==> config.mk <==
export PLATFORM = sky130hd
export DESIGN_NAME = wb_stage_flat
export DESIGN_NICKNAME = d
export VERILOG_FILES = /design/src/rtl/wb_stage_pkg.sv /design/src/rtl/wb_stage_if.sv /design/src/rtl/wb_fifo.sv /design/src/rtl/wb_stage.sv /design/src/flat_wrapper.sv
export SDC_FILE = /design/constraint.sdc
export NUM_CORES = 1
export LEC_CHECK = 0
export CAP_MARGIN = 20
export CORE_MARGIN = 1.5
export CORE_UTILIZATION = 30
export CTS_CLUSTER_DIAMETER = 60
export CTS_CLUSTER_SIZE = 30
export DETAILED_ROUTE_END_ITERATION = 10
export SLEW_MARGIN = 20
export SYNTH_ARGS = -nofsm -noshare
export SYNTH_HDL_FRONTEND = slang
export SYNTH_HIERARCHICAL = 1
export SYNTH_SLANG_ARGS = --single-unit
export TNS_END_PERCENT = 20
==> constraint.sdc <==
create_clock -name clk -period 3.9 [get_ports clk]
set_input_delay 0.585 -clock clk [delete_from_list [all_inputs] [get_ports clk]]
set_output_delay 0.585 -clock clk [all_outputs]
set_load 0.005 [all_outputs]
==> src/rtl/wb_stage_pkg.sv <==
// wb_stage shared types: default widths, FSM encoding, write-data selects.
// Imported by wb_stage_if, wb_fifo and wb_stage.
package wb_stage_pkg;

  localparam int WB_DW    = 8;
  localparam int WB_AW    = 4;
  localparam int WB_DEPTH = 4;

  typedef enum logic [1:0] {
    IDLE     = 2'd0,
    LOAD_REQ = 2'd1,
    WRITE    = 2'd2
  } state_t;

  localparam logic SEL_ALU = 1'b0;
  localparam logic SEL_MEM = 1'b1;

endpackage

==> src/rtl/wb_stage_if.sv <==
// EX -> WB result handshake (valid/ready) with the result payload.
// master = EX side, slave = writeback stage.
interface wb_stage_if
  import wb_stage_pkg::*;
#(
  parameter int AW = WB_AW,
  parameter int DW = WB_DW
) ();

  logic          valid;
  logic          ready;
  logic [AW-1:0] dest;
  logic [DW-1:0] result;
  logic          is_load;
  logic [DW-1:0] addr;

  modport master (
    output valid, dest, result, is_load, addr,
    input  ready
  );

  modport slave (
    input  valid, dest, result, is_load, addr,
    output ready
  );

endinterface

==> src/rtl/wb_fifo.sv <==
// Synchronous FIFO with wrap-bit pointers; exports per-slot valid bits
// and the top KW bits of every slot (the destination) for hazard masks.
module wb_fifo #(
  parameter int DEPTH = 4,
  parameter int W     = 8,
  parameter int KW    = 4
) (
  input  logic                         clk,
  input  logic                         rst,
  input  logic                         push,
  input  logic                         pop,
  input  logic [W-1:0]                 wdata,
  output logic [W-1:0]                 head,
  output logic                         full,
  output logic                         empty,
  output logic [DEPTH-1:0]             vld,
  output logic [DEPTH-1:0][KW-1:0]     keys
);

  localparam int PW = $clog2(DEPTH);

  logic [PW:0]               wptr;
  logic [PW:0]               rptr;
  logic [PW:0]               cnt;
  logic [DEPTH-1:0][W-1:0]   mem;

  logic do_push;
  logic do_pop;

  assign empty   = (wptr == rptr);
  assign full    = (wptr[PW] != rptr[PW]) &&
                   (wptr[PW-1:0] == rptr[PW-1:0]);
  assign do_push = push && !full;
  assign do_pop  = pop && !empty;
  assign head    = mem[rptr[PW-1:0]];

  always_ff @(posedge clk) begin
    if (rst) begin
      wptr <= '0;
      rptr <= '0;
    end else begin
      if (do_push) begin
        mem[wptr[PW-1:0]] <= wdata;
        wptr              <= wptr + 1'b1;
      end
      if (do_pop)
        rptr <= rptr + 1'b1;
    end
  end

  // a slot is live when its distance from the read pointer is < count
  always_comb begin
    logic [PW-1:0] off;
    off = '0;
    cnt = wptr - rptr;
    vld = '0;
    for (int i = 0; i < DEPTH; i++) begin
      off    = PW'(i) - rptr[PW-1:0];
      vld[i] = ({1'b0, off} < cnt);
    end
  end

  always_comb begin
    keys = '0;
    for (int i = 0; i < DEPTH; i++)
      keys[i] = mem[i][W-1 -: KW];
  end

endmodule

==> src/rtl/wb_stage.sv <==
// Writeback stage: queues EX results, fetches load data, drives RF write port.
// Build option: WB_R0_DISCARD_EN suppresses writes to and hazards on R0.
module wb_stage
  import wb_stage_pkg::*;
#(
  parameter int DEPTH = WB_DEPTH,
  parameter int DW    = WB_DW,
  parameter int AW    = WB_AW
) (
  input  logic               clk,
  input  logic               rst,
  wb_stage_if.slave          ex,
  output logic               mem_req,
  output logic [DW-1:0]      mem_addr,
  input  logic               mem_ack,
  input  logic [DW-1:0]      mem_rdata,
  output logic [AW-1:0]      regaddrc,
  output logic               RegCR,
  output logic [DW-1:0]      in,
  output logic [DW-1:0]      AorD,
  output logic               mux2CR,
  output logic [2**AW-1:0]   busy_mask
);

`ifdef WB_R0_DISCARD_EN
  localparam logic R0_DISCARD = 1'b1;
`else
  localparam logic R0_DISCARD = 1'b0;
`endif

  localparam int W = AW + 2*DW + 1;

  function automatic logic dest_we(input logic [AW-1:0] d);
    return !R0_DISCARD || (d != '0);
  endfunction

  state_t st, st_n;

  logic               mem_req_n;
  logic [DW-1:0]      mem_addr_n;
  logic [AW-1:0]      regaddrc_n;
  logic               RegCR_n;
  logic [DW-1:0]      in_n;
  logic [DW-1:0]      AorD_n;
  logic               mux2CR_n;
  logic [AW-1:0]      hdest, hdest_n;

  logic                      push, pop;
  logic                      full, empty;
  logic [W-1:0]              head;
  logic [DEPTH-1:0]          vld;
  logic [DEPTH-1:0][AW-1:0]  keys;

  logic [AW-1:0] h_dest;
  logic [DW-1:0] h_res;
  logic          h_ld;
  logic [DW-1:0] h_addr;

  assign ex.ready = !full;
  assign push     = ex.valid && !full;

  assign h_dest = head[W-1 -: AW];
  assign h_res  = head[W-AW-1 -: DW];
  assign h_ld   = head[DW];
  assign h_addr = head[DW-1:0];

  wb_fifo #(
    .DEPTH (DEPTH),
    .W     (W),
    .KW    (AW)
  ) u_fifo (
    .clk   (clk),
    .rst   (rst),
    .push  (push),
    .pop   (pop),
    .wdata ({ex.dest, ex.result, ex.is_load, ex.addr}),
    .head  (head),
    .full  (full),
    .empty (empty),
    .vld   (vld),
    .keys  (keys)
  );

  always_ff @(posedge clk) begin
    if (rst) begin
      st       <= IDLE;
      mem_req  <= 1'b0;
      mem_addr <= '0;
      regaddrc <= '0;
      RegCR    <= 1'b0;
      in       <= '0;
      AorD     <= '0;
      mux2CR   <= SEL_ALU;
      hdest    <= '0;
    end else begin
      st       <= st_n;
      mem_req  <= mem_req_n;
      mem_addr <= mem_addr_n;
      regaddrc <= regaddrc_n;
      RegCR    <= RegCR_n;
      in       <= in_n;
      AorD     <= AorD_n;
      mux2CR   <= mux2CR_n;
      hdest    <= hdest_n;
    end
  end

  // WRITE dispatches the next head directly so ALU writes stream 1/clk
  always_comb begin
    st_n       = st;
    mem_req_n  = mem_req;
    mem_addr_n = mem_addr;
    regaddrc_n = regaddrc;
    RegCR_n    = 1'b0;
    in_n       = in;
    AorD_n     = AorD;
    mux2CR_n   = mux2CR;
    hdest_n    = hdest;
    pop        = 1'b0;
    unique case (st)
      IDLE, WRITE: begin
        st_n = IDLE;
        if (!empty) begin
          pop     = 1'b1;
          hdest_n = h_dest;
          if (h_ld) begin
            st_n       = LOAD_REQ;
            mem_req_n  = 1'b1;
            mem_addr_n = h_addr;
          end else begin
            st_n       = WRITE;
            RegCR_n    = dest_we(h_dest);
            regaddrc_n = h_dest;
            in_n       = h_res;
            mux2CR_n   = SEL_ALU;
          end
        end
      end
      LOAD_REQ: begin
        if (mem_ack) begin
          st_n       = WRITE;
          mem_req_n  = 1'b0;
          AorD_n     = mem_rdata;
          mux2CR_n   = SEL_MEM;
          RegCR_n    = dest_we(hdest);
          regaddrc_n = hdest;
        end
      end
      default: st_n = IDLE;
    endcase
  end

  always_comb begin
    busy_mask = '0;
    for (int i = 0; i < DEPTH; i++)
      if (vld[i])
        busy_mask[keys[i]] = 1'b1;
    if (st != IDLE)
      busy_mask[hdest] = 1'b1;
    if (R0_DISCARD)
      busy_mask[0] = 1'b0;
  end

endmodule

==> src/flat_wrapper.sv <==
// flat-port wrapper written by rule: the top's interface ports become plain ports
module wb_stage_flat import wb_stage_pkg::*;
#(
  parameter int DEPTH = WB_DEPTH,
  parameter int DW    = WB_DW,
  parameter int AW    = WB_AW
)
  (clk, rst, mem_req, mem_addr, mem_ack, mem_rdata, regaddrc, RegCR, in, AorD, mux2CR, busy_mask, ex_valid, ex_dest, ex_result, ex_is_load, ex_addr, ex_ready);
  wb_stage_if #(.AW(AW), .DW(DW)) ex_i ();
  input  logic clk;
  input  logic rst;
  output logic mem_req;
  output logic [DW-1:0] mem_addr;
  input  logic mem_ack;
  input  logic [DW-1:0] mem_rdata;
  output logic [AW-1:0] regaddrc;
  output logic RegCR;
  output logic [DW-1:0] in;
  output logic [DW-1:0] AorD;
  output logic mux2CR;
  output logic [2**AW-1:0] busy_mask;
  input wire logic [$bits(ex_i.valid)-1:0] ex_valid;
  input wire logic [$bits(ex_i.dest)-1:0] ex_dest;
  input wire logic [$bits(ex_i.result)-1:0] ex_result;
  input wire logic [$bits(ex_i.is_load)-1:0] ex_is_load;
  input wire logic [$bits(ex_i.addr)-1:0] ex_addr;
  output wire logic [$bits(ex_i.ready)-1:0] ex_ready;
  assign ex_i.valid = ex_valid;
  assign ex_i.dest = ex_dest;
  assign ex_i.result = ex_result;
  assign ex_i.is_load = ex_is_load;
  assign ex_i.addr = ex_addr;
  assign ex_ready = ex_i.ready;
  wb_stage #(.DEPTH(DEPTH), .DW(DW), .AW(AW)) u_core (.clk(clk), .rst(rst), .ex(ex_i), .mem_req(mem_req), .mem_addr(mem_addr), .mem_ack(mem_ack), .mem_rdata(mem_rdata), .regaddrc(regaddrc), .RegCR(RegCR), .in(in), .AorD(AorD), .mux2CR(mux2CR), .busy_mask(busy_mask));
endmodule
; Word level (Yosys, flattened, before mapping)
; Cells that the tools add are included.
; Widths: inputs -> output; s select.
[word_totals]
ff_bits = 127
input_bits = 33
output_inout_bits = 48
wordCells = 120
[classes]
add_sub_neg = 7
magnitude_cmp = 17
eq_ne = 9
mux = 42
n_bitwise = 7
n_reduce_logical = 23
[ops]
columns = cell, count
row1 = $bwmux 84, 1
row2 = $mux 16, 5
row3 = $or 16x16->16, 4
row4 = $bmux 21 s2, 1
row5 = $demux 21 s2, 1
row6 = $mux 21, 2
row7 = $lt 4x5->1 const B, 5
row8 = $demux 1 s4, 5
row9 = $ge 4x1->1 const B, 5
row10 = $mux 1, 16
row11 = $lt 2x3->1, 4
row12 = $mux 4, 3
row13 = $logic_and 1x1->1, 10
row14 = $pmux 4 s2, 1
row15 = $reduce_and 4->1, 2
row16 = $add 3x1->3 const B, 2
row17 = $lt 2x3->1 const B, 2
row18 = $mux 2, 3
row19 = $ne 2x2->1 const B, 3
row20 = $pmux 1 s2, 3
row21 = $reduce_and 2->1, 3
row22 = $reduce_and 3->1, 2
row23 = $pmux 2 s2, 1
row24 = $reduce_bool 2->1, 2
row25 = other kinds (14), 19

; Depth between registers and ports, before layout
; Gate-level depths: netlist (run 1).
[depth]
depth_word = 13
depth_mapped = 11
depth_no_buf = 11

; Modules after synthesis
; The synthesis (run 1) kept the hierarchy.
[modules_own_cells]
columns = module, n_inst, cells_per_inst, area_each_um2, seq_area_each_um2
row1 = wb_fifo, 1, 207, 3881.2, 2642.5
row2 = wb_stage, 1, 266, 2115.8, 740.7

; Worst setup path after synthesis (run 1)
; OpenSTA, ideal clock, no wires.
[synth_timing]
path_kind = flip-flop to output port
startpoint = register u_core.u_fifo.wptr[0]
endpoint = output busy_mask[3]
arrival_time_ps = 2492
t_required_ps = 3315
setup_slack_ps = 823
path_stages_with_launch = 12
path_buffers = 0
path_cell_list = dfxtp_1 inv_1 ha_1 inv_1 fa_1 inv_1 ha_1 nor2b_1 o21ai_0 nor3b_1 a32oi_1 o2111ai_1
[synth_via]
elab_cells_between_ends = 14
cone_classes = add/sub: 1 / order compare: 4 / mux: 5 / bitwise: 4
[synth_lines]
columns = item, line
row1 = "start, declared", wb_fifo.sv:22  ; logic [PW:0] wptr;
row2 = "start signal, assigned", wb_fifo.sv:44  ; wptr <= wptr + 1'b1;
row3 = $sub 3x3->3 *, wb_fifo.sv:55  ; cnt = wptr - rptr;
row4 = $lt 2x3->1 *, wb_fifo.sv:59  ; vld[i] = ({1'b0, off} < cnt);
row5 = net u_core.vld[3], wb_stage.sv:51  ; logic [DEPTH-1:0] vld;
row6 = $mux 16 *, wb_stage.sv:156  ; if (vld[i])
row7 = $or 16x16->16 (no line), --
row8 = $mux 16 *, wb_stage.sv:158  ; if (st != IDLE)
row9 = "end, declared", flat_wrapper.sv:21  ; output logic [2**AW-1:0] busy_mask;
; The timed path passes the listed nets; every way through them passes the cells marked *.

; Worst setup path after layout (run 1)
[layout_timing]
startpoint = register u_core.u_fifo.wptr[0]
endpoint = output busy_mask[11]
[layout_via]
elab_cells_between_ends = 14
cone_classes = add/sub: 1 / order compare: 4 / mux: 5 / bitwise: 4
[layout_lines]
columns = item, line
row1 = $sub 3x3->3 *, wb_fifo.sv:55
row2 = $lt 2x3->1 *, wb_fifo.sv:59
row3 = net u_core.vld[1], wb_stage.sv:51
row4 = $mux 16 *, wb_stage.sv:156
row5 = $or 16x16->16 (no line), --
row6 = $mux 16 *, wb_stage.sv:156
row7 = $or 16x16->16 (no line), --
row8 = $mux 16 *, wb_stage.sv:156
row9 = $or 16x16->16 (no line), --
row10 = $mux 16 *, wb_stage.sv:158
; Marks and branches as above.

==> results.py, run 1 <==
metrics = {
    "run_status": {
        "outcome": "completed",
    },
    "synth": {
        "synth_cells": 473,
        "synth.distinct_cells": 60,
        "synth_fa_ha_area_share_pct": 3.25,
        "ys_ff_latch": 127,
        "synthFlopType": "edfxtp_1",
        "synthSimpleGateAreaFrac_pct": 14.5,
        "synth_top_family_by_area": "simple AND/OR/NAND/NOR gates",
        "netlist_area_sq_um": 6000,
        "synth_edf_count": 84,
        "seq_area_frac_synth_pct": 56.4,
        "synth-compound-area-share_pct": 9.68,
        "synth_mux_area_share_pct": 10.5,
        "avgSynthCellArea_sq_um": 12.7,
        "synth-async-reset-ratio_pct": 0,
        "synth_warnings": 6,
        "synth_xor_area_share_pct": 0.417,
        "syn_nets": 521,
    },
    "route": {
        "wire_per_inst_um": 16.9,
        "antenna_left": 0,
        "vias_per_cell": 4.95,
        "dr_total_vias": 4093,
        "wirelength_mm": 14.0,
        "drc": 0,
        "drt-initial-drc-count": 253,
        "first_pass_iters": 5,
    },
    "cells_and_area": {
        "final_cell_mix": "edfxtp_1, clkdlybuf4s50_1, nand2_1, dfxtp_1, a21oi_1",
        "drive_gt1_share_pct": 17.3,
        "final_nets": 597,
        "synthToLayoutAreaGrowth_pct": 28.6,
        "final_common_cell": "edfxtp_1",
        "fin_util_pct": 39.5,
        "diodes": 0,
    },
    "placed_design": {
        "gp_congestion": 0.906,
        "hpwl_mm": 9.57,
        "portBuffers": 80,
    },
    "clocking": {
        "tritoncts.num_buffers": 17,
        "clk-insertion-delay-late_ns": 0.41,
        "root_buffer": "clkbuf_16",
        "postCtsHoldBufs": 0,
        "clk_pin_slew_ns": 0.06,
        "clockBufferDepth": 2,
        "tritoncts": "built",
        "clkSinkCount": 127,
        "htree_levels": 4,
    },
    "worst_setup_path": {
        "cp-end-kind": "output pin",
        "crit_end": "busy_mask[11]",
        "slowest_delay_ns": 0.46,
        "reg2reg_setup_slack_ns": 0.62,
        "reg2reg_from": "u_core/u_fifo/rptr[0]",
        "cp.required_ns": 3.31,
        "worst_path_max_delay_cell": "clkdlybuf4s50_1",
        "path_cells": "inv_2 > ha_1 > inv_1 > fa_1 > inv_2 > ha_1 > nor2_1 > o21ai_2 > nand3b_1 > o22ai_1 > or3_1 > clkdlybuf4s50_1",
        "rr_endpoint": "u_core/u_fifo/mem[66]",
        "crit_path_start": "u_core/u_fifo/wptr[0]",
        "path_max_fanout": 5,
        "critPathKind": "reg2out",
        "worst_r2r_path_depth": 9,
        "cp_data_arrival_time_ns": 3.23,
        "startpoint_type": "register",
    },
    "power": {
        "powerDensity_nw_per_um2": 683,
        "ir_drop_v": 0.000321,
        "p_leak_uw": 0.00276,
        "power_uw": 5270,
    },
    "min_path": {
        "min_path_type": "reg2reg",
        "worstHoldStart": "u_core/in[1]",
    },
    "sta": {
        "slew_violations": 0,
        "fin_crit_sh_pct": 97.9,
        "holdWs_ns": 0.452,
        "rsz0062_at_grt": "true",
        "finalSetupViolCount": 0,
        "timing.fmax_mhz": 262,
        "max_slew.worst_pin.slew_ns": 0.765,
        "skew_ns": 0.00763,
        "period_needed_ns": 3.82,
        "hold_viol": 0,
        "tns_ns": 0,
        "slew_headroom_pct": 48.8,
    },
    "grt": {
        "grt_pass1_wl_mm": 22.3,
        "grt_start_max_net_pins": 51,
        "grt_antenna_before_repair": 0,
        "grt_overflow": 0,
        "grt_pass1_vias": 4211,
        "grt_use_total_pct": 14.2,
    },
    "die": {
        "die_h_um": 144,
        "pin_count": 81,
        "rows": 51,
        "start_util_pct": 30.7,
        "die_area_sq_um": 20800,
        "die_x_um": 144,
        "core_sq_um": 19500,
    },
    "flow_run": {
        "cap_violations": 0,
    },
}
-- cells by family after synthesis --
| group | Yosys count |
|---|---|
| and+or+nand+nor | 156 |
| DFF | 127 |
| AOI/OAI and AO/OA | 86 |
| buffers and inverters | 52 |
| muxes | 35 |
| adders and majority gates | 15 |
| xor gates and xnor gates | 2 |
-- worst min-delay path by stage --
stage	endpoint	slack [ns]	cells after the start
after floorplan	u_core/AorD[0]	0.45	2
after global placement	u_core/AorD[7]	0.44	2
after detailed placement	u_core/in[1]	0.45	2
after CTS	u_core/in[1]	0.46	2
after global routing	u_core/AorD[3]	0.48	2
final	u_core/in[1]	0.45	2
-- flip-flops by register name (all words and copies together), names as in the netlist, 3 cells and up --
name and cells:
u_core/u_fifo/mem 68, u_core/u_fifo/keys 16, u_core/AorD 8, u_core/in 8, u_core/mem_addr 8, u_core/hdest 4
u_core/regaddrc 4, u_core/u_fifo/rptr 3, u_core/u_fifo/wptr 3
-- worst max-delay path, delay by kind of cell, from the launching register on --
kind	cells	cell delay, ns
flops	1	0.34
fa+ha+maj	3	0.84
simple gates	3	0.75
buf+inv	4	0.69
compound gates	2	0.20
-- synthesized netlist by cell type, drive strengths merged (4+ instances only) --
| master | instances | area, sq um |
|---|---|---|
| mux4 | 21 | 484 |
| a31oi | 4 | 25.0 |
| mux2i | 13 | 130 |
| and3 | 7 | 43.8 |
| a22oi | 18 | 135 |
| dfxtp | 43 | 861 |
| o211ai | 10 | 75.1 |
| edfxtp | 84 | 2520 |
| or3 | 4 | 30.0 |
| nor3b | 12 | 90.1 |
| ha | 14 | 175 |
| nand2b | 4 | 25.0 |
| nor3 | 13 | 81.3 |
| clkbuf | 6 | 23.8 |
| a211oi | 4 | 30.0 |
| inv | 12 | 45.0 |
| nand3b | 7 | 52.6 |
| nand3 | 8 | 40.0 |
| nand2 | 48 | 183 |
| o311ai | 4 | 35.0 |
| and3b | 5 | 43.8 |
| nor2 | 18 | 70.1 |
| a21oi | 24 | 120 |
| nor2b | 15 | 93.8 |
| o21ai | 9 | 45.0 |
| buf | 34 | 246 |
-- routing by layer --
layer | GRT usage (%) | part of all wire [%] | vias up
li1 | - | - | 1950
met4 | 5.79 | 1.8 | 0
met1 | 18.3 | 45 | 1992
met3 | 3.44 | 5.0 | 23
met2 | 22.8 | 48 | 128
met5 | 0 | 0 | -
-- power breakdown --
group	leakage (uW)	switching, uW	internal (uW)
logic	0.00132	905	882
registers	0.00111	145	1670
clock network	0.000324	579	1090
-- per-stage QoR --
stage	setup WS, ns	instances	cell area, sq um
after floorplan	0.823	473	6000
after global placement	0.302	794	7000
after detailed placement	0.242	794	7000
after CTS	0.00592	827	7660
after global routing	-0.0869	827	7710
final	0.0802	827	7710
-- repair_timing --
item / 4_1_cts / 5_1_grt
setup buffers: 1 / 0
endpoints found under the setup margin: 16 / 16
pin swaps: 1 / 1
resized for setup: 12 / 17
gates cloned: 0 / 0
-- layout make-up --
| class | instances | area, sq um |
|---|---|---|
| fill | 1892 | 11800 |
| clock buffer | 24 | 567 |
| timing repair buffer | 97 | 952 |
| tap | 265 | 332 |
| inverter | 12 | 45.0 |
| clock inverter | 8 | 81.3 |
| multi-input combinational | 294 | 2350 |
| sequential | 127 | 3380 |
(Power assumes the default switching activity.)
==> run 2: changes to the inputs <==
--- a/config.mk
+++ b/config.mk
@@ -7,4 +7,5 @@
 export LEC_CHECK = 0
 export CAP_MARGIN = 20
+export CORE_ASPECT_RATIO = 2
 export CORE_MARGIN = 1.5
 export CORE_UTILIZATION = 30
==> constraint.sdc (replaced) <==
create_clock -name clk -period 4.5 [get_ports clk]
set_input_delay 0.45 -clock clk [delete_from_list [all_inputs] [get_ports clk]]
set_output_delay 0.45 -clock clk [all_outputs]
set_load 0.005 [all_outputs]
==> run 2 against run 1 <==
Count of clock-buffer cells in the layout is 2 higher. Critical path depth stayed put. Via count is 1.8% higher. Highest routed layer unchanged. Utilization is 1.4 points lower. Largest power group unchanged. Hold slack better by 0.0014 ns. Global-route usage is 1.8 points higher. Die area is 0.25% higher. Clock power is 22% lower. Setup slack better by 0.22 ns. Total power is 17% lower.
==> results.py, run 2 (synthesis gave the netlist of run 1 again) <==
metrics = {
    "clocking": {
        "tritoncts.num_buffers": 17,
        "root_buffer": "clkbuf_16",
        "postCtsHoldBufs": 0,
        "clk_pin_slew_ns": 0.05,
        "post_cts_buffers": 0,
        "clkSinkCount": 127,
        "clockBufferDepth": 2,
        "clk-insertion-delay-late_ns": 0.40,
        "tritoncts": "built",
        "htree_levels": 4,
    },
    "worst_setup_path": {
        "cp_data_arrival_time_ns": 3.75,
        "startpoint_type": "register",
        "reg2reg_setup_slack_ns": 1.04,
        "cp-end-kind": "output pin",
        "path_max_fanout": 7,
        "cp.required_ns": 4.05,
        "critPathKind": "reg2out",
    },
    "sta": {
        "max_slew.worst_pin.slew_ns": 1.09,
        "tns_ns": 0,
        "timing.fmax_mhz": 238,
        "slew_violations": 0,
        "finalSetupViolCount": 0,
        "rsz0062_at_grt": "false",
        "skew_ns": 0.00495,
        "slew_headroom_pct": 27.1,
        "hold_viol": 0,
        "period_needed_ns": 4.20,
        "fin_crit_sh_pct": 93.4,
        "fin_ws_ns": 0.299,
    },
    "power": {
        "p_int_uw": 2990,
        "ir_drop_v": 0.000263,
        "switching_share_pct": 32.1,
        "power.switching_uw": 1410,
        "clkPwrFrac_pct": 29.7,
        "p_leak_uw": 0.00251,
        "combPwrFrac_pct": 34.4,
        "powerDensity_nw_per_um2": 585,
        "pwr-share-seq_pct": 36.0,
    },
    "route": {
        "first_pass_iters": 4,
        "drc": 0,
        "dr_total_vias": 4167,
        "wirelength_mm": 16.0,
        "drt-initial-drc-count": 271,
        "antenna_left": 0,
        "wire_per_inst_um": 19.7,
        "vias_per_cell": 5.12,
    },
    "placed_design": {
        "portBuffers": 80,
        "placed_area_sq_um": 6920,
        "gp_congestion": 0.895,
        "dpl_worst_slack_ns": 0.581,
        "hpwl_mm": 11.5,
    },
    "cells_and_area": {
        "final_common_cell": "edfxtp_1",
        "synthToLayoutAreaGrowth_pct": 25.4,
        "diodes": 0,
        "final_nets": 587,
        "fin_util_pct": 38.1,
        "final_cell_mix": "edfxtp_1, clkdlybuf4s50_1, nand2_1, dfxtp_1, a21oi_1",
        "drive_gt1_share_pct": 13.4,
        "largest_reg_flops": 68,
        "postLayoutCellArea_sq_um": 7520,
    },
    "die": {
        "pin_count": 81,
        "die_h_um": 203,
        "die_area_sq_um": 20900,
        "die_x_um": 103,
        "start_util_pct": 30.4,
        "core_sq_um": 19700,
        "rows": 73,
    },
    "grt": {
        "grt_pass1_wl_mm": 24.5,
        "grt_overflow": 0,
        "grt_antenna_before_repair": 0,
        "grt_pass1_vias": 4306,
        "grt_use_total_pct": 15.9,
        "grt_start_max_net_pins": 51,
    },
    "flow_run": {
        "cap_violations": 0,
    },
    "min_path": {
        "min_path_type": "reg2reg",
    },
    "run_status": {
        "outcome": "completed",
    },
}
[run 2: changes by cell type in the layout (fill, tap and decap cells not counted), sizes merged]
cell,delta
buf,-10
bufinv,-1
clkbuf,+2
clkdlybuf4s50,+11
clkinvlp,+3
dlygate4sd2,-3
dlymetal6s2s,-8
inv,-4
[run 2: power groups by stage]
stage               clock [uW]  combinational, uW  sequential, uW
global placement             0               1470            1590
global route              1380               1650            1610
CTS                       1330               1510            1580
detailed placement           0               1500            1600
finish                    1300               1510            1580
floorplan                    0                925            1560
[run 2: what timing repair did]
| action | in CTS | in global routing |
|---|---|---|
| resized for setup | 0 | 4 |
| hold endpoints to repair | 0 | 0 |
| setup endpoints to repair | 0 | 4 |
[run 2: worst paths after layout]
path | start | endpoint | cells after the start
hold / removal | u_core/in[5] | u_core/in[5] | 2
hold reg to reg | u_core/in[5] | u_core/in[5] | 2
setup reg to reg | u_core/u_fifo/rptr[0] | u_core/u_fifo/mem[73] | 9
setup / recovery | u_core/u_fifo/wptr[0] | busy_mask[15] | 12
[run 2: metal layers]
layer  share of wire, %  vias to the layer above  track usage, %
met3                3.5                       42            3.24
met2                 57                      133            29.7
li1                   -                     1916               -
met4                5.1                        0            9.22
met1                 35                     2076            15.7
met5                  0                        -               0
[run 2: critical path: stages, from the launching register on]
cell and delay [ns]:
dfxtp_1 0.45, inv_1 0.15, ha_1 0.22, inv_1 0.07, fa_1 0.40, inv_1 0.16
ha_1 0.25, nor2b_1 0.12, o21ai_0 0.31, and3_1 0.41, a32oi_1 0.16, o2111ai_1 0.11
clkdlybuf4s50_1 0.55
[run 2: through the flow]
step	cells	hold WS, ns	total power (uW)
4_1_cts	814	0.455	4420
3_5_place_dp	782	0.448	3100
2_1_floorplan	473	0.453	2490
3_3_place_gp	782	0.444	3060
5_1_grt	814	0.478	4630
6_report	814	0.454	4400
[run 2: layout make-up]
type | count | area (sq um)
Clock buffer | 26 | 542
Clock inverter | 6 | 45.0
Fill cell | 1959 | 12200
Inverter | 12 | 45.0
Multi-Input combinational cell | 294 | 2330
Sequential cell | 127 | 3380
Tap cell | 262 | 328
Timing Repair Buffer | 87 | 848
==> run 3: changes to the inputs <==
Settings changed: SETUP_SLACK_MARGIN from default to 0.2.
==> run 3 against run 2 <==
Global-route usage about the same. Sequential share of layout area is 0.082 points lower. Clock power is essentially flat. Via count fell by 0.36%. Cell area up 0.18%. Hold slack about the same. Count of clock-buffer cells in the layout unchanged. Flip-flop and latch count stayed put. Clock skew grew 0.00065 ns. Final cell count unchanged. Wire length shrank 1.4%. Fmax increased by 0.27%. Critical endpoint is now busy_mask[10]. Largest power group unchanged.
==> results.py, run 3 (synthesis gave the netlist of run 1 again) <==
metrics = {
    "placed_design": {
        "dpl_worst_slack_ns": 0.581,
        "portBuffers": 80,
        "hpwl_mm": 11.5,
        "gp_congestion": 0.895,
    },
    "sta": {
        "max_slew.worst_pin.slew_ns": 1.09,
        "tns_ns": 0,
        "slew_violations": 0,
        "rsz0062_at_grt": "true",
        "timing.fmax_mhz": 239,
        "holdWs_ns": 0.454,
        "period_needed_ns": 4.19,
        "fin_ws_ns": 0.310,
        "skew_ns": 0.00560,
        "fin_crit_sh_pct": 93.1,
        "finalSetupViolCount": 0,
        "hold_viol": 0,
        "slew_headroom_pct": 27.1,
    },
    "cells_and_area": {
        "diodes": 0,
        "final_cell_mix": "edfxtp_1, clkdlybuf4s50_1, nand2_1, dfxtp_1, a21oi_1",
        "final_nets": 587,
        "synthToLayoutAreaGrowth_pct": 25.7,
        "largest_reg_flops": 68,
        "final_common_cell": "edfxtp_1",
        "drive_gt1_share_pct": 13.6,
    },
    "clocking": {
        "clockBufferDepth": 2,
        "tritoncts": "built",
        "tritoncts.num_buffers": 17,
        "clk-insertion-delay-late_ns": 0.40,
        "post_cts_buffers": 0,
        "clk_pin_slew_ns": 0.06,
        "clkSinkCount": 127,
        "htree_levels": 4,
        "root_buffer": "clkbuf_16",
    },
    "worst_setup_path": {
        "cp_data_arrival_time_ns": 3.74,
        "reg2reg_from": "u_core/u_fifo/rptr[0]",
        "startpoint_type": "register",
        "cp-end-kind": "output pin",
        "rr_endpoint": "u_core/u_fifo/mem[77]",
        "crit_top_cell": "inv_1",
        "cp.required_ns": 4.05,
        "path_max_fanout": 7,
        "worst_path_max_delay_cell": "or4_1",
        "reg2reg_setup_slack_ns": 1.04,
        "slowest_delay_ns": 0.56,
        "critPathKind": "reg2out",
        "path_cells": "inv_1 > ha_1 > inv_1 > fa_1 > inv_1 > ha_1 > nor2_1 > o21ai_0 > nand3b_1 > nor3b_1 > or4_1 > clkdlybuf4s50_1",
        "worst_r2r_path_depth": 9,
    },
    "die": {
        "die_area_sq_um": 20900,
        "rows": 73,
        "die_h_um": 203,
        "start_util_pct": 30.4,
        "die_x_um": 103,
        "pin_count": 81,
        "core_sq_um": 19700,
    },
    "route": {
        "wirelength_mm": 15.8,
        "dr_total_vias": 4152,
        "antenna_left": 0,
        "drc": 0,
        "wire_per_inst_um": 19.4,
        "drt-initial-drc-count": 234,
        "first_pass_iters": 5,
        "vias_per_cell": 5.10,
    },
    "power": {
        "p_leak_uw": 0.00252,
        "ir_drop_v": 0.000263,
        "powerDensity_nw_per_um2": 586,
    },
    "min_path": {
        "worstHoldStart": "u_core/in[5]",
        "min_path_cells": 2,
        "min_path_type": "reg2reg",
        "hold_end": "u_core/in[5]",
    },
    "grt": {
        "grt_pass1_wl_mm": 24.6,
        "grt_use_total_pct": 16.0,
        "grt_overflow": 0,
        "grt_pass1_vias": 4335,
        "grt_antenna_before_repair": 0,
        "grt_start_max_net_pins": 51,
    },
    "flow_run": {
        "cap_violations": 0,
    },
    "run_status": {
        "outcome": "completed",
    },
}
run 3: how the worst max path moves through the flow:
stage                           from       endpoint  slack, ns  cells after the start
6_report       u_core/u_fifo/wptr[0]  busy_mask[10]       0.31                     12
5_1_grt        u_core/u_fifo/wptr[0]  busy_mask[10]       0.13                     12
4_1_cts        u_core/u_fifo/wptr[0]   busy_mask[1]       0.20                     12
3_5_place_dp   u_core/u_fifo/wptr[0]   busy_mask[3]       0.58                     12
3_3_place_gp   u_core/u_fifo/wptr[0]   busy_mask[3]       0.75                     12
2_1_floorplan  u_core/u_fifo/wptr[0]   busy_mask[3]       1.56                     11
run 3: layer usage:
metal	share of wire [%]	global-route usage [%]	routed length, um
met1	35	15.6	5470
met2	56	29.3	8830
met3	3.5	3.44	549
met4	6.2	10.0	976
met5	0	0	0
run 3: layout make-up:
class	count	area, sq um
Clock buffer	26	542
Tap cell	262	328
Sequential cell	127	3380
Clock inverter	6	45.0
Multi-Input combinational cell	294	2340
Timing Repair Buffer	87	848
Fill cell	1953	12200
Inverter	12	45.0
run 3: what timing repair did:
action / CTS / global route
hold buffers: 0 / 0
endpoints found under the setup margin: 4 / 16
gates resized for setup: 1 / 9
run 3: power breakdown:
| part | total, uW | internal [uW] | switching (uW) |
|---|---|---|---|
| clock network | 1310 | 830 | 475 |
| logic | 1530 | 723 | 805 |
| registers | 1580 | 1450 | 134 |
run 3: critical path, delay by kind of cell (launching register included):
kind / cells / cell delay (ns)
AOI/OAI and AO/OA: 1 / 0.15
adders and majority gates: 3 / 0.88
buffers and inverters: 4 / 0.84
DFF: 1 / 0.45
and+or+nand+nor: 4 / 1.01
run 3: stage by stage:
| step | cell area, sq um | utilization [%] | cells | power [uW] |
|---|---|---|---|---|
| after CTS | 7510 | 38.1 | 814 | 4420 |
| after floorplan | 6000 | - | 473 | 2490 |
| after detailed placement | 6920 | 35.1 | 782 | 3100 |
| after global routing | 7540 | 38.2 | 814 | 4650 |
| final | 7540 | 38.2 | 814 | 4420 |
| after global placement | 6920 | 35.1 | 782 | 3060 |
